[config.mk]
export PLATFORM = sky130hd
export DESIGN_NAME = alu_share_arb
export DESIGN_NICKNAME = d
export VERILOG_FILES = /design/src/rtl/alu_share_arb.sv
export SDC_FILE = /design/constraint.sdc
export NUM_CORES = 1
export LEC_CHECK = 0
export ABC_CLOCK_PERIOD_IN_PS = 1600
export BUFFER_PORTS_ARGS = -buffer_cell sky130_fd_sc_hd__buf_2
export CAP_MARGIN = 10
export CORE_AREA = 2 2 117 119
export CTS_CLUSTER_DIAMETER = 50
export DETAILED_ROUTE_END_ITERATION = 10
export DIE_AREA = 0 0 119 121
export PLACE_DENSITY = 0.61
export SETUP_SLACK_MARGIN = 0.2
export SKIP_CTS_REPAIR_TIMING = 1
export SLEW_MARGIN = 20
export SYNTH_ARGS = -nofsm -noshare
export SYNTH_HDL_FRONTEND = slang
export SYNTH_SLANG_ARGS = --single-unit
[constraint.sdc]
create_clock -name clk -period 1.6 [get_ports clk]
set_clock_uncertainty 0.05 [all_clocks]
set_input_delay 0.08 -clock clk [delete_from_list [all_inputs] [get_ports clk]]
set_output_delay 0.08 -clock clk [all_outputs]
set_load 0.02 [all_outputs]
[src/rtl/alu_share_arb.sv]
// alu_share_arb: round-robin arbiter sharing one combinational ALU among
// NREQ requesters, with a single-entry response register (latency 1).
// Optional build macro ALU_ARB_STATS_EN adds per-requester grant counters
// (grant_cnt output, stats_clr input).
module alu_share_arb #(
  parameter int NREQ = 2,
  parameter int IDW  = 3
) (
  input  logic                 clk,
  input  logic                 resetn,
  input  logic [NREQ-1:0]      req_valid,
  output logic [NREQ-1:0]      req_ready,
  input  logic [12*NREQ-1:0]   req_op,
  input  logic [32*NREQ-1:0]   req_src1,
  input  logic [32*NREQ-1:0]   req_src2,
  output logic [11:0]          alu_op,
  output logic [31:0]          alu_src1,
  output logic [31:0]          alu_src2,
  input  logic [31:0]          alu_result,
  output logic                 rsp_valid,
  input  logic                 rsp_ready,
  output logic [IDW-1:0]       rsp_id,
  output logic [31:0]          rsp_result
`ifdef ALU_ARB_STATS_EN
  ,
  input  logic                 stats_clr,
  output logic [32*NREQ-1:0]   grant_cnt
`endif
);

  // Width of an index into the request vectors.
  localparam int SW = $clog2(NREQ);

  logic [IDW-1:0] last_gnt;
  logic           can_issue;
  logic           gnt_found;
  logic [IDW-1:0] gnt_idx;

  // The slot can accept a new result when empty or being drained this cycle.
  assign can_issue = !rsp_valid || rsp_ready;

  // Round-robin search starting just after the last granted requester.
  always_comb begin
    int idx;
    // NOTE: every combinational output gets a default first, so no path
    // leaves it unassigned and no latch is inferred.
    gnt_found = 1'b0;
    gnt_idx   = '0;
    idx       = 0;
    if (can_issue) begin
      for (int k = 1; k <= NREQ; k++) begin
        idx = (int'(last_gnt) + k) % NREQ;
        if (!gnt_found && req_valid[SW'(idx)]) begin
          gnt_found = 1'b1;
          gnt_idx   = IDW'(idx);
        end
      end
    end
  end

  // One-hot grant and operand mux; the ALU sees all zeros when idle.
  always_comb begin
    req_ready = '0;
    alu_op    = '0;
    alu_src1  = '0;
    alu_src2  = '0;
    for (int i = 0; i < NREQ; i++) begin
      if (gnt_found && gnt_idx == IDW'(i)) begin
        req_ready[SW'(i)] = 1'b1;
        alu_op            = req_op[12*i +: 12];
        alu_src1          = req_src1[32*i +: 32];
        alu_src2          = req_src2[32*i +: 32];
      end
    end
  end

  // Response slot and priority pointer; a grant reloads the slot even while
  // it is being drained, so back-to-back issue has no bubble.
  always_ff @(posedge clk or negedge resetn) begin
    if (!resetn) begin
      // NOTE: state registers update with non-blocking assignments so every
      // flop samples pre-edge values regardless of statement order.
      rsp_valid  <= 1'b0;
      rsp_id     <= '0;
      rsp_result <= '0;
      last_gnt   <= IDW'(NREQ - 1);
    end else if (gnt_found) begin
      rsp_valid  <= 1'b1;
      rsp_id     <= gnt_idx;
      rsp_result <= alu_result;
      last_gnt   <= gnt_idx;
    end else if (rsp_ready) begin
      rsp_valid  <= 1'b0;
    end
  end

`ifdef ALU_ARB_STATS_EN
  logic [31:0] cnt [NREQ];

  for (genvar g = 0; g < NREQ; g++) begin : g_cnt
    // Per-requester grant counter; clear wins over increment, wraps at 2^32.
    always_ff @(posedge clk or negedge resetn) begin
      if (!resetn) begin
        // NOTE: this register array is small and observable, so each entry
        // is reset explicitly rather than left as uninitialised storage.
        cnt[g] <= '0;
      end else if (stats_clr) begin
        cnt[g] <= '0;
      end else if (gnt_found && gnt_idx == IDW'(g)) begin
        cnt[g] <= cnt[g] + 32'd1;
      end
    end

    assign grant_cnt[32*g +: 32] = cnt[g];
  end
`endif

endmodule
==> results.txt, run 1 <==
Placed Cells: 717
Failing checks: negative hold slack, negative setup slack
Detailed Route WL: 11,900 um
Largest net degree at the start of global routing: 30
HP Class: input port to register
Worst reg-to-reg path cell count: 4
Tmin final: 1820 ps
CP Data Arrival Time: 1690 ps
Routed vias/inst: 4.16
Initial core utilization: 19.5%
CP startpoint kind: register
Die area: 14,400 um2
Top post-synthesis cells by count: 77 x nor2_1, 76 x mux2i_1, 34 x dfrtp_1
RSZ-0062 raised after global routing: yes
1st-pass router iterations: 4
Reg-to-reg setup timing slack: 200 ps
Final period util: 114%
Synthesized area: 2550 um2
Max clock buf depth: 2
Post-synth EDFFs: 0
Cells after synthesis: 251
CTS H-Tree Depth: 2
Hold path depth: 2
Clock Power Share: 13.7%
Main area contributors after synthesis: dfrtp_1 33%, mux2i_1 30%, mux2_2 12%, nor2_1 11%, mux2_4 2.9%
# setup viols final: 76
Required @ worst endpoint: 1470 ps
Share of cells above drive strength 1: 77.0%
Setup Crit Path Kind: register to output pin
Post-detail-place hpwl: 8610 um
Final Non-Filler Cells: 761
DRC violations left: 0
Flop pwr share: 16.8%
Seq/Total Area, Yosys: 34.4%
PD cells: 1220 nW/um2
Sequential cell area: 882 um2
Crit. End Element: output pin
Initial DRC Count: 96
Clock Tree Root: clkbuf_16
Worst hold slack: -17.2 ps
Fmax: 0.549 GHz
Sw Pwr: 2660 uW
Most frequent cell after synthesis: nor2_1
Top-area cell type share of the netlist area: 33.4%
First-pass GRT wire length: 15,400 um
Final Hold Fails: 8
Initial antenna violation count: 2
Worst Slack Setup Final: -221 ps
CTS tree: yes
Post-layout instance area: 5630 um2
Gr usage total: 13.3%
Placed inst area: 4440 um2
Status: finished with violations
Average wire per standard cell: 15.6 um
ANT nets after route: 0
Final nets: 771
Area used by multi-input combinational logic: 1990 um2
Filler instances: 1,242
Worst Path Max Fanout: 6
CTS clk-pin slew, worst paths: 60 ps
Dominant cell type by area after synthesis: dfrtp_1
Unique masters post-synth: 16
Worst-Skew Late Latency: 280 ps
Overall power: 6860 uW
Logic pwr share: 69.4%
Synth Warn #: 0
Routability Congestion: 0.777
Pleak: 0.00283 uW
Main flop type after synthesis: dfrtp_1
Asr flop ratio synth: 100%
Total CTS buffers: 5
Max cap viols: 0
Internal power: 4190 uW
Fin Setup TNS: -11,950 ps
Num rows: 42
Maximum VDD drop: 0.000606 V
GRT overflow: 0
Core area: 13,100 um2
Number of top-level pins: 303
Synth Area per Inst: 10.2 um2
Vias in the first global route: 3,037
Chip width: 119 um
Area delta synth->final: 121%
FF+latch count, synth: 35
Die H: 121 um
Switch share: 38.8%
Fin. max-slew vios: 0
I/O Buffers: 298
Clock Sinks: 35
Via count: 3,165
[flip-flops by register name (all words and copies together), names as in the netlist]
register    count
rsp_result     32
last_gnt        1
rsp_id          1
rsp_valid       1
[routing by layer]
layer	global-route usage (%)	wire length [um]	up-vias
li1	-	-	1507
met1	15.9	4590	1494
met2	23.8	6440	154
met3	3.29	766	10
met4	3.13	76	0
met5	0	0	-
[power by group through the flow]
stage	sequential (uW)	clock, uW	combinational [uW]
6_report	1160	942	4760
5_1_grt	1180	1010	4980
4_1_cts	1170	959	3140
3_5_place_dp	1180	0	3130
3_3_place_gp	1170	0	3070
2_1_floorplan	1290	0	2080
[logic make-up (layout without fill, tap and decap cells)]
| family | Yosys count | in the layout | share of synthesized area, % |
|---|---|---|---|
| DFF | 35 | 35 | 34.4 |
| other | 1 | 5 | 0.147 |
| xor gates and xnor gates | 1 | 1 | 0.344 |
| muxes | 109 | 109 | 45.1 |
| buffers and inverters | 25 | 354 | 7.60 |
| and+or+nand+nor | 80 | 81 | 12.4 |
[area by class of cell]
| type | instances | share of cell area, % |
|---|---|---|
| antenna | 2 | 0.0888 |
| clock buffer | 6 | 2.29 |
| clock inverter | 2 | 0.222 |
| inverter | 1 | 0.0666 |
| multi-input combinational | 194 | 35.3 |
| sequential | 35 | 15.7 |
| tap | 176 | 3.91 |
| timing repair buffer | 345 | 42.5 |
[critical path, cell delays in order (launching register included)]
cell,delay (ps)
dfstp_4,660
buf_12,150
buf_12,160
mux2i_4,250
nor2_2,60
buf_6,130
[cells in the final DEF (no fill, tap or decap)]
master / netlist / final
dfrtp_2: 0 / 1
mux2i_4: 0 / 20
mux2i_1: 76 / 41
clkbuf_16: 0 / 9
nor2_1: 77 / 30
xnor2_1: 1 / 1
buf_4: 9 / 7
dfstp_4: 0 / 1
conb_1: 1 / 3
inv_1: 1 / 1
nor2_2: 0 / 37
clkinvlp_4: 0 / 1
diode_2: 0 / 2
clkinv_2: 0 / 1
clkbuf_1: 0 / 1
buf_16: 0 / 1
buf_2: 8 / 258
buf_12: 0 / 11
nor2_4: 0 / 10
mux2_2: 28 / 28
dlygate4sd3_1: 0 / 23
nand2_4: 0 / 1
buf_8: 1 / 3
buf_6: 6 / 38
nand2b_4: 1 / 1
mux2i_2: 0 / 15
mux2_4: 5 / 5
nand2_8: 0 / 1
nand2b_1: 1 / 1
dfrtp_1: 34 / 33
[per-stage QoR]
step	worst slack, ps	utilization (%)
after floorplan	168	-
after global placement	59.0	34.0
after detailed placement	53.8	34.0
after CTS	-251	35.0
after global routing	-260	43.0
final	-221	43.0
[final timing paths]
kind	startpoint	endpoint
max reg2reg	last_gnt[0]	rsp_id[0]
min reg2reg	rsp_result[27]	rsp_result[27]
max in group asynchronous	resetn	last_gnt[0]
min	alu_result[9]	rsp_result[9]
min in group asynchronous	resetn	rsp_result[26]
max	last_gnt[0]	alu_op[0]
Power figures use the tool's default switching activity.
==> inputs of run 2 (changes only) <==
--- a/config.mk
+++ b/config.mk
@@ -12,7 +12,7 @@
 export CTS_CLUSTER_DIAMETER = 50
 export DETAILED_ROUTE_END_ITERATION = 10
 export DIE_AREA = 0 0 119 121
-export PLACE_DENSITY = 0.61
+export PLACE_DENSITY = 0.49
 export SETUP_SLACK_MARGIN = 0.2
 export SKIP_CTS_REPAIR_TIMING = 1
 export SLEW_MARGIN = 20
==> results.txt, run 2 (same netlist as run 1, synthesis figures left out) <==
Status: finished with violations
Failing checks: negative hold slack, negative setup slack
Post-detail-place hpwl: 8350 um
Hold path depth: 2
HP Start: alu_result[28]
Antenna Cells: 0
HP Class: input port to register
First-pass GRT wire length: 14,700 um
Final nets: 775
Max clock buf depth: 2
CP Data Arrival Time: 1700 ps
Required @ worst endpoint: 1470 ps
I/O Buffers: 298
ANT nets after route: 0
Largest Register: rsp_result
Die area: 14,400 um2
Share of cells above drive strength 1: 75.8%
Worst hold slack: -15.5 ps
CTS clk-pin slew, worst paths: 60 ps
Setup Crit Path Kind: register to output pin
Clock Sinks: 35
PD cells: 1200 nW/um2
Routability Congestion: 0.719
RSZ-0062 raised after global routing: yes
Internal power: 4000 uW
Clock Tree Root: clkbuf_16
Setup crit start: last_gnt[0]
Area delta synth->final: 116%
Average wire per standard cell: 15.6 um
Via count: 3,212
Initial antenna violation count: 0
Initial core utilization: 19.5%
Total CTS buffers: 5
Final period util: 114%
Worst Path Max Fanout: 7
Fmax: 0.546 GHz
Flop pwr share: 17.3%
Placed Cells: 714
Clock Power Share: 14.3%
Number of flip-flops in the largest register: 32
CTS tree: yes
Largest net degree at the start of global routing: 38
Fin. max-slew vios: 0
CP startpoint kind: register
Chip width: 119 um
Worst reg-to-reg path cell count: 4
Maximum VDD drop: 0.000642 V
Core area: 13,100 um2
Most common cell after layout, fill and taps aside: buf_2
Relative slew slack: 60.3%
Switch share: 39.6%
Logic pwr share: 68.3%
Final Hold Fails: 5
Number of top-level pins: 303
Die H: 121 um
Pleak: 0.00282 uW
Crit. End Element: output pin
Worst Slack Setup Final: -231 ps
Vias in the first global route: 2,897
Worst-Skew Late Latency: 280 ps
GRT overflow: 0
# setup viols final: 77
1st-pass router iterations: 4
Commonest cells after routing, fill and taps aside: 260 x buf_2, 47 x mux2i_1, 38 x nor2_2
Tmin final: 1830 ps
Gr usage total: 12.6%
CTS H-Tree Depth: 2
Post-layout instance area: 5500 um2
Sw Pwr: 2620 uW
Worst R2R Start: last_gnt[0]
Max cap viols: 0
Detailed Route WL: 11,900 um
Num rows: 42
Placed inst area: 4410 um2
Final Non-Filler Cells: 763
DRC violations left: 0
Worst slew pin tran: 596 ps
Routed vias/inst: 4.21
Initial DRC Count: 60
## run 2: cell types whose count changed in the layout (fill, tap and decap cells not counted), sizes merged
cell | before | now
nand2 | 2 | 1
clkinvlp | 1 | 2
diode | 2 | 0
dlygate4sd3 | 23 | 27
## run 2: area by class of cell
cell class	instances	area, um2
Clock inverter	3	20.0
Inverter	1	3.75
Fill cell	1244	7580
Sequential cell	35	882
Tap cell	176	220
Timing Repair Buffer	350	2320
Clock buffer	5	125
Multi-Input combinational cell	193	1930
## run 2: worst max-delay path: stages, from the launching register on
cell and delay (ps):
dfstp_4 650, buf_8 150, clkbuf_16 170, mux2i_1 240, nor2_2 70, buf_6 140
## run 2: per-stage QoR
step / TNS (ps) / total power (uW) / util [%] / setup WS, ps / hold slack [ps]
after global routing: -16570 / 6940 / 42.0 / -276 / 0.358
final: -12440 / 6620 / 42.0 / -231 / -15.5
after detailed placement: 0 / 4300 / 33.7 / 53.4 / 77.3
after CTS: -12650 / 5280 / 34.8 / -245 / -223
after global placement: 0 / 4260 / 33.7 / 72.1 / 73.1
after floorplan: 0 / 3370 / - / 168 / -266
## run 2: layer usage
layer	GRT usage [%]	wire length, um	vias up
li1	-	-	1521
met1	15.3	4430	1509
met2	22.4	6320	162
met3	3.24	862	20
met4	2.83	289	0
met5	0	0	-
## run 2: worst paths after layout
kind | end | slack, ps
min in group asynchronous | rsp_result[26] | 300
max in group asynchronous | rsp_result[3] | 600
max reg2reg | rsp_id[0] | 180
min | rsp_result[28] | -20
min reg2reg | rsp_result[10] | 450
max | alu_src1[8] | -230
## run 2: power groups by stage
stage	Clock, uW	Combinational [uW]	Sequential, uW
after floorplan	0	2080	1290
after global placement	0	3090	1170
after detailed placement	0	3130	1170
after CTS	991	3130	1160
after global routing	1030	4750	1170
final	950	4530	1150
